File: config.mk
export PLATFORM = sky130hd
export DESIGN_NAME = stack64_ctrl_flat
export DESIGN_NICKNAME = d
export VERILOG_FILES = /design/src/rtl/stack64_ctrl_pkg.sv /design/src/rtl/stack64_ctrl_if.sv /design/src/rtl/stack64_ctrl_sweep_counter6.sv /design/src/rtl/stack64_ctrl.sv /design/src/flat_wrapper.sv
export SDC_FILE = /design/constraint.sdc
export NUM_CORES = 1
export LEC_CHECK = 0
export CAP_MARGIN = 5
export CORE_UTILIZATION = 42
export CTS_CLUSTER_DIAMETER = 80
export CTS_CLUSTER_SIZE = 24
export DETAILED_ROUTE_END_ITERATION = 7
export MAX_ROUTING_LAYER = met4
export PLACE_DENSITY_LB_ADDON = 0.25
export RECOVER_POWER = 25
export SKIP_CTS_REPAIR_TIMING = 1
export SLEW_MARGIN = 5
export SYNTH_ARGS = -nofsm -noshare
export SYNTH_HDL_FRONTEND = slang
export SYNTH_SLANG_ARGS = --single-unit
File: constraint.sdc
create_clock -name clk -period 4 [get_ports clk]
set_input_delay 1.2 -clock clk [delete_from_list [all_inputs] [get_ports clk]]
set_output_delay 1.2 -clock clk [all_outputs]
set_load 0.01 [all_outputs]
File: src/rtl/stack64_ctrl_pkg.sv
// Shared constants, FSM state type and request decoding for the LIFO stack controller.
package stack64_ctrl_pkg;

    localparam int unsigned DEPTH  = 64;
    localparam int unsigned ADDR_W = 6;
    localparam int unsigned WORD_W = 16;

    typedef enum logic [0:0] {
        ST_IDLE  = 1'b0,
        ST_SWEEP = 1'b1
    } state_t;

    // What a push/pop request pair resolves to, given the current fill level.
    typedef enum logic [2:0] {
        OP_NONE,
        OP_PUSH,
        OP_PUSH_FULL,
        OP_POP,
        OP_POP_EMPTY,
        OP_SWAP,
        OP_PUSH_POP_EMPTY
    } op_t;

    function automatic op_t decode_op(input logic push, input logic pop,
                                      input logic full, input logic empty);
        if (push && pop) return empty ? OP_PUSH_POP_EMPTY : OP_SWAP;
        if (push)        return full  ? OP_PUSH_FULL      : OP_PUSH;
        if (pop)         return empty ? OP_POP_EMPTY      : OP_POP;
        return OP_NONE;
    endfunction

endpackage

File: src/rtl/stack64_ctrl_if.sv
// Request/status bundle between a stack user (master) and the stack controller (slave).
interface stack64_ctrl_if #(
    parameter int unsigned WIDTH  = 16,
    parameter int unsigned ADDR_W = 6
);
    logic              push;
    logic              pop;
    logic              clear;
    logic [WIDTH-1:0]  data_in;
    logic [WIDTH-1:0]  data_out;
    logic              valid_out;
    logic [ADDR_W:0]   sp;
    logic              full;
    logic              empty;
    logic              busy;
    logic              overflow;
    logic              underflow;

    modport master (
        output push, pop, clear, data_in,
        input  data_out, valid_out, sp, full, empty, busy, overflow, underflow
    );

    modport slave (
        input  push, pop, clear, data_in,
        output data_out, valid_out, sp, full, empty, busy, overflow, underflow
    );
endinterface

File: src/rtl/stack64_ctrl_sweep_counter6.sv
// Up-counter providing the RAM address during a zero-fill sweep.
module sweep_counter6 #(
    parameter int unsigned W = 6
) (
    input  logic         clk,
    input  logic         rst,
    input  logic         i_start,
    input  logic         i_en,
    output logic [W-1:0] o_cnt,
    output logic         o_tc
);
    localparam logic [W-1:0] CNT_ONE = W'(1);

    logic [W-1:0] r_cnt;

    // Count register: synchronous restart has priority over enable.
    always_ff @(posedge clk or posedge rst) begin
        if (rst)          r_cnt <= '0;
        else if (i_start) r_cnt <= '0;
        else if (i_en)    r_cnt <= r_cnt + CNT_ONE;
    end

    assign o_cnt = r_cnt;
    assign o_tc  = &r_cnt;
endmodule

File: src/rtl/stack64_ctrl.sv
// LIFO stack controller driving a 64-word RAM with combinational read.
module stack64_ctrl
    import stack64_ctrl_pkg::*;
#(
    parameter int unsigned WIDTH  = WORD_W,
    parameter int unsigned ADDR_W = stack64_ctrl_pkg::ADDR_W
) (
    input  logic              clk,
    input  logic              reset,
    stack64_ctrl_if.slave     bus,
    output logic              mem_load,
    output logic [ADDR_W-1:0] mem_address,
    output logic [WIDTH-1:0]  mem_in,
    input  logic [WIDTH-1:0]  mem_out
);
    localparam logic [ADDR_W:0]   SP_FULL = {1'b1, {ADDR_W{1'b0}}};
    localparam logic [ADDR_W:0]   SP_ONE  = (ADDR_W+1)'(1);
    localparam logic [ADDR_W-1:0] A_ONE   = ADDR_W'(1);

    state_t            r_state, w_next;
    logic [ADDR_W:0]   r_sp;
    logic [WIDTH-1:0]  r_dout;
    logic              r_valid, r_ovf, r_unf;
    logic              w_full, w_empty, w_idle_req, w_start, w_tc, w_sweep;
    logic [ADDR_W-1:0] w_cnt, w_top_addr;
    op_t               w_op;

    assign w_full     = (r_sp == SP_FULL);
    assign w_empty    = (r_sp == '0);
    // Wraps correctly at sp=64: low bits are 0, so top lands on 63.
    assign w_top_addr = r_sp[ADDR_W-1:0] - A_ONE;
    assign w_op       = decode_op(bus.push, bus.pop, w_full, w_empty);
    assign w_sweep    = (r_state == ST_SWEEP);
    assign w_start    = (r_state == ST_IDLE) && bus.clear;
    assign w_idle_req = (r_state == ST_IDLE) && !bus.clear;

    sweep_counter6 #(.W(ADDR_W)) u_cnt (
        .clk     (clk),
        .rst     (reset),
        .i_start (w_start),
        .i_en    (w_sweep),
        .o_cnt   (w_cnt),
        .o_tc    (w_tc)
    );

    // FSM state register.
    always_ff @(posedge clk or posedge reset) begin
        if (reset) r_state <= ST_IDLE;
        else       r_state <= w_next;
    end

    // FSM next state: clear starts a sweep, terminal count ends it.
    always_comb begin
        w_next = r_state;
        case (r_state)
            ST_IDLE:  if (bus.clear) w_next = ST_SWEEP;
            ST_SWEEP: if (w_tc)      w_next = ST_IDLE;
            default:  w_next = ST_IDLE;
        endcase
    end

    // FSM outputs: RAM port drive and busy.
    always_comb begin
        mem_load    = 1'b0;
        mem_address = r_sp[ADDR_W-1:0];
        mem_in      = bus.data_in;
        bus.busy    = 1'b0;
        case (r_state)
            ST_IDLE: begin
                if (bus.pop && !w_empty) mem_address = w_top_addr;
                if (!bus.clear && (w_op == OP_PUSH || w_op == OP_SWAP || w_op == OP_PUSH_POP_EMPTY))
                    mem_load = 1'b1;
            end
            ST_SWEEP: begin
                mem_load    = 1'b1;
                mem_address = w_cnt;
                mem_in      = '0;
                bus.busy    = 1'b1;
            end
            default: ;
        endcase
    end

    // Stack pointer, popped data and sticky error flags.
    always_ff @(posedge clk or posedge reset) begin
        if (reset) begin
            r_sp    <= '0;
            r_dout  <= '0;
            r_valid <= 1'b0;
            r_ovf   <= 1'b0;
            r_unf   <= 1'b0;
        end else begin
            r_valid <= 1'b0;
            if (w_start) begin
                r_ovf <= 1'b0;
                r_unf <= 1'b0;
            end
            if (w_sweep && w_tc) begin
                r_sp <= '0;
            end else if (w_idle_req) begin
                case (w_op)
                    OP_PUSH:           r_sp <= r_sp + SP_ONE;
                    OP_PUSH_FULL:      r_ovf <= 1'b1;
                    OP_POP: begin
                        r_sp    <= r_sp - SP_ONE;
                        r_dout  <= mem_out;
                        r_valid <= 1'b1;
                    end
                    OP_POP_EMPTY:      r_unf <= 1'b1;
                    OP_SWAP: begin
                        r_dout  <= mem_out;
                        r_valid <= 1'b1;
                    end
                    OP_PUSH_POP_EMPTY: begin
                        r_sp  <= r_sp + SP_ONE;
                        r_unf <= 1'b1;
                    end
                    default: ;
                endcase
            end
        end
    end

    assign bus.sp        = r_sp;
    assign bus.full      = w_full;
    assign bus.empty     = w_empty;
    assign bus.data_out  = r_dout;
    assign bus.valid_out = r_valid;
    assign bus.overflow  = r_ovf;
    assign bus.underflow = r_unf;
endmodule

File: src/flat_wrapper.sv
// flat-port wrapper written by rule: the top's interface ports become plain ports
module stack64_ctrl_flat import stack64_ctrl_pkg::*;
#(
    parameter int unsigned WIDTH  = WORD_W,
    parameter int unsigned ADDR_W = stack64_ctrl_pkg::ADDR_W
)
  (clk, reset, mem_load, mem_address, mem_in, mem_out, bus_push, bus_pop, bus_clear, bus_data_in, bus_data_out, bus_valid_out, bus_sp, bus_full, bus_empty, bus_busy, bus_overflow, bus_underflow);
  stack64_ctrl_if #(.WIDTH(WIDTH), .ADDR_W(ADDR_W)) bus_i ();
  input  logic clk;
  input  logic reset;
  output logic mem_load;
  output logic [ADDR_W-1:0] mem_address;
  output logic [WIDTH-1:0] mem_in;
  input  logic [WIDTH-1:0] mem_out;
  input wire logic [$bits(bus_i.push)-1:0] bus_push;
  input wire logic [$bits(bus_i.pop)-1:0] bus_pop;
  input wire logic [$bits(bus_i.clear)-1:0] bus_clear;
  input wire logic [$bits(bus_i.data_in)-1:0] bus_data_in;
  output wire logic [$bits(bus_i.data_out)-1:0] bus_data_out;
  output wire logic [$bits(bus_i.valid_out)-1:0] bus_valid_out;
  output wire logic [$bits(bus_i.sp)-1:0] bus_sp;
  output wire logic [$bits(bus_i.full)-1:0] bus_full;
  output wire logic [$bits(bus_i.empty)-1:0] bus_empty;
  output wire logic [$bits(bus_i.busy)-1:0] bus_busy;
  output wire logic [$bits(bus_i.overflow)-1:0] bus_overflow;
  output wire logic [$bits(bus_i.underflow)-1:0] bus_underflow;
  assign bus_i.push = bus_push;
  assign bus_i.pop = bus_pop;
  assign bus_i.clear = bus_clear;
  assign bus_i.data_in = bus_data_in;
  assign bus_data_out = bus_i.data_out;
  assign bus_valid_out = bus_i.valid_out;
  assign bus_sp = bus_i.sp;
  assign bus_full = bus_i.full;
  assign bus_empty = bus_i.empty;
  assign bus_busy = bus_i.busy;
  assign bus_overflow = bus_i.overflow;
  assign bus_underflow = bus_i.underflow;
  stack64_ctrl #(.WIDTH(WIDTH), .ADDR_W(ADDR_W)) u_core (.clk(clk), .reset(reset), .bus(bus_i), .mem_load(mem_load), .mem_address(mem_address), .mem_in(mem_in), .mem_out(mem_out));
endmodule
==> qor.csv <==
metric;value;unit
result of the run;finished with violations;
violated checks;max-capacitance violations, max-slew violations;
normalized max-slew margin;-17.7;%
maximum fanout along the worst path;7;
antenna violations before repair;0;
width of the die;70.5;um
cell area after placement;2960;sq um
worst path setup slack after routing;0.166;ns
final non-filler cell area;3080;sq um
routability-driven placement congestion ratio;0.858;
WL final;5230;um
Num Clock Sinks;33;
detailed placement HPWL;3950;um
Tot Pwr;1.65;mW
skew final;0.00914;ns
Data required, critical path;2.80;ns
adder-cell area share of the yosys netlist;1.91;%
diode insertion count for antenna repair;0;
total congestion overflow;0;
Synth Area in Compound Gates;14.3;%
minimum clock period after layout;3.83;ns
insertion delay of the later-clocked pin in the worst-skew pair;0.29;ns
share of the cycle needed by the critical path after routing;95.8;%
hold violation count in the final report;0;
DRT antenna net count;0;
P&R area growth vs syn;56.3;%
gate count after technology mapping;205;
category of the most critical setup path;flop to output pin;
GRT Util Overall;22.6;%
Floorplan Core Area;4410;sq um
total number of yosys warnings;0;
number of nets in the synthesized netlist;245;
number of rows created at floorplan;24;
initial core utilization;44.6;%
library cells used by synthesis;42;
top-level I/O count;89;
commonest register cell after synthesis;sky130_fd_sc_hd__dfrtp_1;
dominant combinational cell family by area after synthesis;simple AND/OR/NAND/NOR gates;
number of synthesized register bits;33;
max-cap check violation count;1;
wire length per cell after detailed routing;14.5;um
nature of the critical path endpoint;output pin;
nets;347;
maximum number of pins on one net before global-route repair;34;
post-CTS clock slew at the launch and capture registers of the worst setup and hold paths;0.08;ns
sequential share of the synthesized area;42.0;%
number of slew-limit violations in the final report;34;
xor and xnor area share after synthesis;3.12;%
unrepaired setup endpoints after global routing;no;
TritonRoute pass-1 iters;4;
most numerous cell types in the synthesized netlist;sky130_fd_sc_hd__dfrtp_1, sky130_fd_sc_hd__nor2b_1, sky130_fd_sc_hd__mux2_2, sky130_fd_sc_hd__nand2_1, sky130_fd_sc_hd__nor2_1;
post-synthesis share of cell area spent on and, or, nand and nor gates;21.9;%
H-tree depth;2;
EDFF count, synth;0;
vias post-DR;1876;
Highest Clock Rate;261;MHz
actual slew at the worst max-slew pin;1.77;ns
count of buffers from port buffering;88;
final setup violation count;0;
ys async rst share;100;%
per-instance average area after synthesis;9.60;sq um
critical-path cell list;inv_1, ha_1, or4b_4, o21ai_4, nor2b_1, xnor2_1, o21ai_0, clkdlybuf4s50_1;
number of global-route vias before repair;1774;
Area contributors post-synth;sky130_fd_sc_hd__dfrtp_1, sky130_fd_sc_hd__mux2_2, sky130_fd_sc_hd__nor2b_1, sky130_fd_sc_hd__xnor2_1, sky130_fd_sc_hd__o21ai_0;
area of the die;4960;sq um
first-pass GRT wire length;8660;um
max incr delay on CP;0.55;ns
via density per instance;5.21;
DRC marker count from the first detailed-route iteration;150;
worst endpoint data arrival time;2.63;ns
dominant cell by count in the synthesized netlist;sky130_fd_sc_hd__dfrtp_1;
pre-CTS setup slack;-0.00734;ns
library cell occupying the most area in the post-synthesis netlist;sky130_fd_sc_hd__dfrtp_1;
worst voltage drop across the vdd grid;264;uV
multiplexer share of the synthesized area;11.3;%
critical path launch point type;flop;
total CTS buffers;5;
fraction of layout cells with a size suffix above 1;16.6;%
clock tree from TritonCTS;done;
Mapped Area;1970;sq um
CTS max path bufs;2;
power density normalized to cell area;537;nW/um^2
hold crit path type;flop to flop;
Remaining DRCs;0;
post-synth top area share;42.0;%
die span in y;70.5;um
cell with the biggest individual delay on the critical path;sky130_fd_sc_hd__clkdlybuf4s50_1;
root buf cell;sky130_fd_sc_hd__clkbuf_8;
static leakage power;1.30;nW
==> final timing paths <==
check / startpoint / end / slack (ns) / depth (start not counted)
max: u_core.bus.sp[1]$_DFFE_PP0P_ / mem_address[3] / 0.17 / 8
min: u_core.bus.data_out[13]$_DFFE_PP0P_ / u_core.bus.data_out[13]$_DFFE_PP0P_ / 0.51 / 1
max reg2reg: u_core.bus.sp[1]$_DFFE_PP0P_ / u_core.bus.sp[6]$_DFFE_PP0P_ / 0.51 / 13
min reg2reg: u_core.bus.data_out[13]$_DFFE_PP0P_ / u_core.bus.data_out[13]$_DFFE_PP0P_ / 0.51 / 1
max in group asynchronous: reset / u_core.bus.overflow$_DFF_PP0_ / 1.01 / 3
min in group asynchronous: reset / u_core.u_cnt.o_cnt[1]$_DFFE_PP0P_ / 1.97 / 3
==> critical path: cells and delay by family (launching register included) <==
family | cells | cell delay (ns)
buffers and inverters | 2 | 0.70
and+or+nand+nor | 2 | 0.59
DFF | 1 | 0.38
AOI/OAI and AO/OA | 2 | 0.38
adders and majority gates | 1 | 0.19
xor gates and xnor gates | 1 | 0.12
==> per-stage QoR <==
stage | std cells | setup TNS (ns) | hold WS, ns | util, %
after floorplan | 205 | 0 | 0.474 | -
after global placement | 350 | 0 | 0.485 | 67.1
after detailed placement | 350 | -0.00734 | 0.491 | 67.1
after CTS | 358 | -0.0181 | 0.507 | 69.1
after global routing | 360 | 0 | 0.518 | 69.7
final | 360 | 0 | 0.506 | 69.7
==> layout make-up <==
class                           count  area [sq um]
Fill cell                         367          1340
Multi-Input combinational cell    151          1040
Timing Repair Buffer              106          1020
Sequential cell                    33           826
Clock buffer                        5          68.8
Tap cell                           52          65.1
Inverter                           10          37.5
Clock inverter                      3          17.5
==> kinds of logic after synthesis <==
family                   Yosys count
AND/OR/NAND/NOR                   81
AO/OA/AOI/OAI                     40
flip-flops                        33
buffers and inverters             21
multiplexers                      20
XOR/XNOR                           7
adder cells (fa/ha/maj)            3
==> where the power goes <==
part           switching, mW  internal [mW]  leakage [nW]
registers             0.0935          0.443         0.423
clock network          0.131          0.120        0.0439
logic                  0.385          0.479         0.835
total                  0.610           1.04          1.30
==> flip-flops by register name (all words and copies together), names as in the netlist <==
name	flops
u_core.u_cnt.o_cnt	6
u_core.bus.underflow	1
u_core.bus.sp	7
u_core.r_state	1
u_core.bus.data_out	16
u_core.bus.valid_out	1
u_core.bus.overflow	1
==> metal layers <==
metal / routed length (um) / global-route usage, % / up-vias
met5: 0 / - / -
met4: 57 / 6.22 / 0
met3: 202 / 3.90 / 6
met2: 2730 / 37.2 / 46
met1: 2230 / 28.6 / 898
li1: - / - / 926
==> cells in the final DEF (no fill, tap or decap), types with 2 or more instances in the layout <==
cell type / Yosys / layout
sky130_fd_sc_hd__o211ai_1: 2 / 2
sky130_fd_sc_hd__dlymetal6s2s_1: 0 / 3
sky130_fd_sc_hd__nor2b_1: 19 / 19
sky130_fd_sc_hd__nor3_1: 5 / 5
sky130_fd_sc_hd__clkbuf_8: 0 / 5
sky130_fd_sc_hd__o31ai_1: 4 / 4
sky130_fd_sc_hd__inv_1: 9 / 8
sky130_fd_sc_hd__nand2_1: 16 / 16
sky130_fd_sc_hd__ha_1: 3 / 3
sky130_fd_sc_hd__a21boi_0: 2 / 2
sky130_fd_sc_hd__nand4_1: 6 / 6
sky130_fd_sc_hd__mux2_2: 18 / 18
sky130_fd_sc_hd__o21ai_0: 12 / 12
sky130_fd_sc_hd__a31oi_1: 3 / 3
sky130_fd_sc_hd__or2_2: 2 / 2
sky130_fd_sc_hd__xnor2_1: 7 / 7
sky130_fd_sc_hd__clkdlybuf4s50_1: 0 / 84
sky130_fd_sc_hd__o21a_1: 3 / 3
sky130_fd_sc_hd__clkinv_2: 0 / 2
sky130_fd_sc_hd__mux2i_1: 2 / 2
sky130_fd_sc_hd__buf_4: 1 / 17
sky130_fd_sc_hd__dfrtp_1: 33 / 33
sky130_fd_sc_hd__a2bb2oi_1: 2 / 2
sky130_fd_sc_hd__nor2_1: 14 / 14
sky130_fd_sc_hd__a21oi_1: 2 / 2
sky130_fd_sc_hd__nand3_1: 11 / 11
sky130_fd_sc_hd__nand2b_1: 2 / 2
(Power assumes the default switching activity.)
==> RTL edit 1 (same settings) <==
`ADDR_W` is set to 6 in 2 places; all go to 7.
--- a/src/rtl/stack64_ctrl_pkg.sv
+++ b/src/rtl/stack64_ctrl_pkg.sv
@@ -2,7 +2,7 @@
 package stack64_ctrl_pkg;
 
     localparam int unsigned DEPTH  = 64;
-    localparam int unsigned ADDR_W = 6;
+    localparam int unsigned ADDR_W = 7;
     localparam int unsigned WORD_W = 16;
 
     typedef enum logic [0:0] {
--- a/src/rtl/stack64_ctrl_if.sv
+++ b/src/rtl/stack64_ctrl_if.sv
@@ -1,7 +1,7 @@
 // Request/status bundle between a stack user (master) and the stack controller (slave).
 interface stack64_ctrl_if #(
     parameter int unsigned WIDTH  = 16,
-    parameter int unsigned ADDR_W = 6
+    parameter int unsigned ADDR_W = 7
 );
     logic              push;
     logic              pop;
Ports: changed (resized bus_sp and mem_address); port bits go from 89 to 91. The function was not compared with the original's and may differ.
==> RTL edit 1 against the unedited design <==
Sequential cell count rose by 2. Critical path type is now in2out. The run still ends with max-capacitance violations, max-slew violations left. Largest cell class unchanged. Clock power up 29%. Total power rose by 19%. Sequential share of layout area decreased by 0.68 points. Critical endpoint unchanged. Worst hold slack got worse by 0.0046 ns. Synthesized area increased by 11%. Design area up 8.8%. Routed wire length is 13% higher. Largest power group unchanged. Count of clock-buffer cells in the layout is the same. Setup slack improved by 0.12 ns.
==> RTL edit 1: results (changes against the unedited design) <==
[run_status]
status = finished, violations left
violations = max-capacitance violations, max-slew violations

[power_and_ir_drop]
p_leak_nw = 1.43  ; +9.9%
peakVddDrop_mv = 0.280  ; +6.2%

[logic_synthesis]
netlist_area_sq_um = 2190  ; +11%
synth-main-ff-cell = dfrtp_1
synth_area_leaders = dfrtp_1 (40%), mux2_2 (8.2%), nor2b_1 (4.6%), nand2_1 (3.6%), o21ai_0 (3.4%)
async_flop_share_pct = 100  ; unchanged
syn-num-nets = 277  ; +13%
ys_seq_area_share_pct = 40.0  ; -2.0 points
yosys-top-cells-count = dfrtp_1 (35), nand2_1 (21), mux2_2 (16), nor2b_1 (16)
synth_cell_types = 47  ; +12%

[worst_setup_path]
crit_arrival_ns = 2.52  ; -0.11 ns
path_max_fanout = 6  ; -1

[clocking]
clkLatencyLatePin_ns = 0.29  ; about the same
htree_levels = 2  ; unchanged
root_buffer = clkbuf_8
cts_buffers = 5  ; unchanged
cts.path.max_buffers = 2  ; unchanged

[placed_design]
io_buffer_count = 90  ; +2.3%
place_congestion = 0.914  ; +6.5%
placed_area_sq_um = 3210  ; +8.2%
dp_hpwl_microns = 4280  ; +8.3%
place_ws_ns = -0.0887  ; -0.0814 ns

[cells_and_area]
largest_reg_flops = 16  ; unchanged
diodes = 0  ; unchanged
layout.nets = 374  ; +7.8%
drive_gt1_share_pct = 16.2  ; -0.34 points

[timing]
fin_skew_ns = 0.00945  ; +0.000306 ns
slew_headroom_pct = -26.1  ; -8.4 points
slew_violations = 36  ; +5.9%

[route]
vias = 2146  ; +14%
wl_per_cell_microns = 14.7  ; +1.5%
drt_iter0_drc = 82  ; -45%
ant_nets = 0  ; unchanged

[global_routing]
grt_pass1_wl_microns = 9230  ; +6.5%
grt_use_total_pct = 22.6  ; -0.032 points
antenna_found_initial = 0  ; unchanged
grt_max_degree = 38  ; +12%

[floorplan]
fp-row-count = 25  ; +4.2%

[hold_path]
hold_path_class = reg2reg

[job]
cap_viol_max_count = 1  ; unchanged

-- RTL edit 1: cell count changes after synthesis, sizes merged, moves of 4 or more --
cell,delta
nand3,-5
nor3,-4
or3,+4
nand2,+5
a31oi,+6
clkbuf,+5
nand4,-5
-- RTL edit 1: metrics by stage --
step                      power, W  cells  utilization [%]
after floorplan            0.00118    235                -
after global placement     0.00162    392             65.7
after detailed placement   0.00165    392             65.7
after CTS                  0.00198    400             68.0
after global routing       0.00212    400             68.6
final                      0.00197    400             68.6
-- RTL edit 1: where the power goes --
group / leakage (nW) / switching [W] / internal (W)
registers: 0.443 / 0.000131 / 0.000484
clock network: 0.0581 / 0.000141 / 0.000186
logic: 0.929 / 0.000473 / 0.000558
-- RTL edit 1: logic make-up after synthesis --
logic type / after synthesis / synth area share [%]
flops: 35 / 40.0
mux: 16 / 8.22
buf+inv: 27 / 5.60
simple gates: 80 / 19.2
compound gates: 64 / 20.9
fa+ha+maj: 5 / 2.86
xor+xnor: 8 / 3.20
-- RTL edit 1: critical path, cell delays in order --
cell and delay [ns]:
clkdlybuf4s50_1 0.50, o21ai_2 0.09, buf_4 0.17, nor2_1 0.13, xnor2_1 0.08, o21ai_0 0.15, dlymetal6s2s_1 0.20
-- RTL edit 1: worst paths after layout --
kind / start / to / slack, ns / cells past startpoint
worst max-delay path: bus_pop / mem_address[3] / 0.28 / 7
worst min-delay path: u_core.bus.overflow / u_core.bus.overflow / 0.50 / 1
worst max register to register: u_core.bus.sp[0] / u_core.bus.sp[6] / 0.46 / 14
worst min register to register: u_core.bus.overflow / u_core.bus.overflow / 0.50 / 1
max in group asynchronous: reset / u_core.bus.sp[2] / 0.89 / 3
min in group asynchronous: reset / u_core.bus.data_out[12] / 2.02 / 3
-- RTL edit 1: layout make-up --
| cell class | count | area (sq um) |
|---|---|---|
| clock inverters | 3 | 43.8 |
| flip-flops and latches | 35 | 876 |
| multi-input cells | 173 | 1200 |
| inverters | 13 | 48.8 |
| well taps | 67 | 83.8 |
| repair buffers | 104 | 1020 |
| clock buffers | 5 | 68.8 |
| fillers | 393 | 1530 |
-- RTL edit 1: metal layers --
metal  routed length, microns  global-route usage, %  part of all wire, %
met3                      372                   4.20                  6.3
met2                     2770                   36.2                   47
met4                      193                   11.1                  3.3
met1                     2560                   27.4                   43
met5                        0                      -                    0
==> RTL edit 2 (config.mk and constraints unchanged) <==
Without the edit above. Reset style: synchronous (`reset` and `rst`), changed in 3 clocked blocks.
--- a/src/rtl/stack64_ctrl_sweep_counter6.sv
+++ b/src/rtl/stack64_ctrl_sweep_counter6.sv
@@ -14,7 +14,7 @@
     logic [W-1:0] r_cnt;
 
     // Count register: synchronous restart has priority over enable.
-    always_ff @(posedge clk or posedge rst) begin
+    always_ff @(posedge clk) begin
         if (rst)          r_cnt <= '0;
         else if (i_start) r_cnt <= '0;
         else if (i_en)    r_cnt <= r_cnt + CNT_ONE;
--- a/src/rtl/stack64_ctrl.sv
+++ b/src/rtl/stack64_ctrl.sv
@@ -44,7 +44,7 @@
     );
 
     // FSM state register.
-    always_ff @(posedge clk or posedge reset) begin
+    always_ff @(posedge clk) begin
         if (reset) r_state <= ST_IDLE;
         else       r_state <= w_next;
     end
@@ -82,7 +82,7 @@
     end
 
     // Stack pointer, popped data and sticky error flags.
-    always_ff @(posedge clk or posedge reset) begin
+    always_ff @(posedge clk) begin
         if (reset) begin
             r_sp    <= '0;
             r_dout  <= '0;
Formal check against the unedited RTL: differs if reset is asserted again (counterexample within 4 cycles, from zero or initial values and one cycle with reset high); with reset held inactive, the same outputs for 10 cycles.
==> RTL edit 2 against the unedited design <==
Sequential cell count stayed put. Total power is 11% lower. Design area is 7.4% lower. Via count is 0.53% higher. Core utilization is 1.0 points higher. Synthesized area is 9.6% lower. Routed wire length is 5.0% lower. Setup slack worse by 0.11 ns. Clock skew is 0.0060 ns lower. Highest routed layer unchanged.
==> RTL edit 2: results (changes against the unedited design) <==
[worst_setup_path]
reg2reg_slack_ns = 1.16  ; +0.65 ns
r2r_cells = 9  ; -4
crit_arrival_ns = 2.74  ; +0.11 ns
rr_startpoint = u_core.bus.sp[2]
crit_path_top_delay_cell = or4_1
timing.rr.end = u_core.bus.sp[4]

[logic_synthesis]
avgSynthCellArea_sq_um = 7.91  ; -18%
synthXorXnorAreaFrac_pct = 6.89  ; +3.8 points
muxShareOfSynthArea_pct = 1.13  ; -10 points
ys_seq_area_share_pct = 37.1  ; -4.8 points
synth_compound_area_share_pct = 17.0  ; +2.7 points
yosys-top-cells-count = nand2_1 (46), dfxtp_1 (33), a21oi_1 (19), nor2_1 (19), nor2b_1 (16)
synth_area_leaders = dfxtp_1 (37%), nand2_1 (9.7%), nor2b_1 (5.6%), a21oi_1 (5.3%), nor2_1 (4.0%)
async_flop_share_pct = 0  ; -100 points

[run_status]
status = completed

[global_routing]
grt_pass1_wl_microns = 7530  ; -13%
grt_use_met2_pct = 36.8  ; -0.50 points
grt_max_degree = 25  ; -26%
grt_use_met3_pct = 5.14  ; +1.2 points
grtUsageMet1_pct = 29.5  ; +0.91 points

[timing]
fin_skew_ns = 0.00316  ; -0.00599 ns
slew_headroom_pct = 41.2  ; +59 points

[power_and_ir_drop]
peakVddDrop_mv = 0.308  ; +17%
pwr-share-comb_pct = 55.9  ; +3.6 points
power_w = 0.00148  ; -11%
p_sw_share_pct = 39.0  ; +2.1 points
p_leak_nw = 1.19  ; -8.2%

[route]
wl_met1_microns = 2170  ; -2.7%
dr_wl_met2_microns = 2450  ; -10%
drt_iter0_drc = 108  ; -28%
route.met3.wl_microns = 314  ; +55%
wl_per_cell_microns = 13.4  ; -7.5%
avgViaCountPerCell = 5.10  ; -2.2%

[placed_design]
dp_hpwl_microns = 3710  ; -6.0%
placed_area_sq_um = 2750  ; -7.3%
post-place-cells = 362  ; +3.4%

[cells_and_area]
drive_gt1_share_pct = 10.6  ; -5.9 points
fin_cells = 370  ; +2.8%

[hold_path]
min_to = u_core.bus.data_out[3]
min-delay-start = u_core.bus.data_out[3]

-- RTL edit 2: layout make-up --
class	instances	area, sq um
Fill cell	347	1180
Sequential cell	33	661
Inverter	6	22.5
Clock buffer	6	72.6
Multi-Input combinational cell	173	1040
Tap cell	50	62.6
Timing Repair Buffer	100	978
Clock inverter	2	10.0
-- RTL edit 2: worst max path at each step --
stage,startpoint,to,slack [ns]
3_3_place_gp,bus_pop,mem_address[4],-0.38
3_5_place_dp,bus_pop,mem_address[4],-0.35
4_1_cts,bus_pop,mem_address[4],-0.36
5_1_grt,bus_pop,mem_address[4],0.01
6_report,bus_pop,mem_address[4],0.06
2_1_floorplan,bus_pop,mem_address[4],0.58
-- RTL edit 2: worst reg2reg max path, cell delays in order, from the launching register on --
cell and delay (ns):
dfxtp_1 0.44, or4_4 0.63, o21ai_0 0.39, nand3_1 0.15, xnor2_1 0.15, ha_1 0.22
nor2_1 0.18, nor4b_1 0.37, nor3_1 0.09, nor3_1 0.16
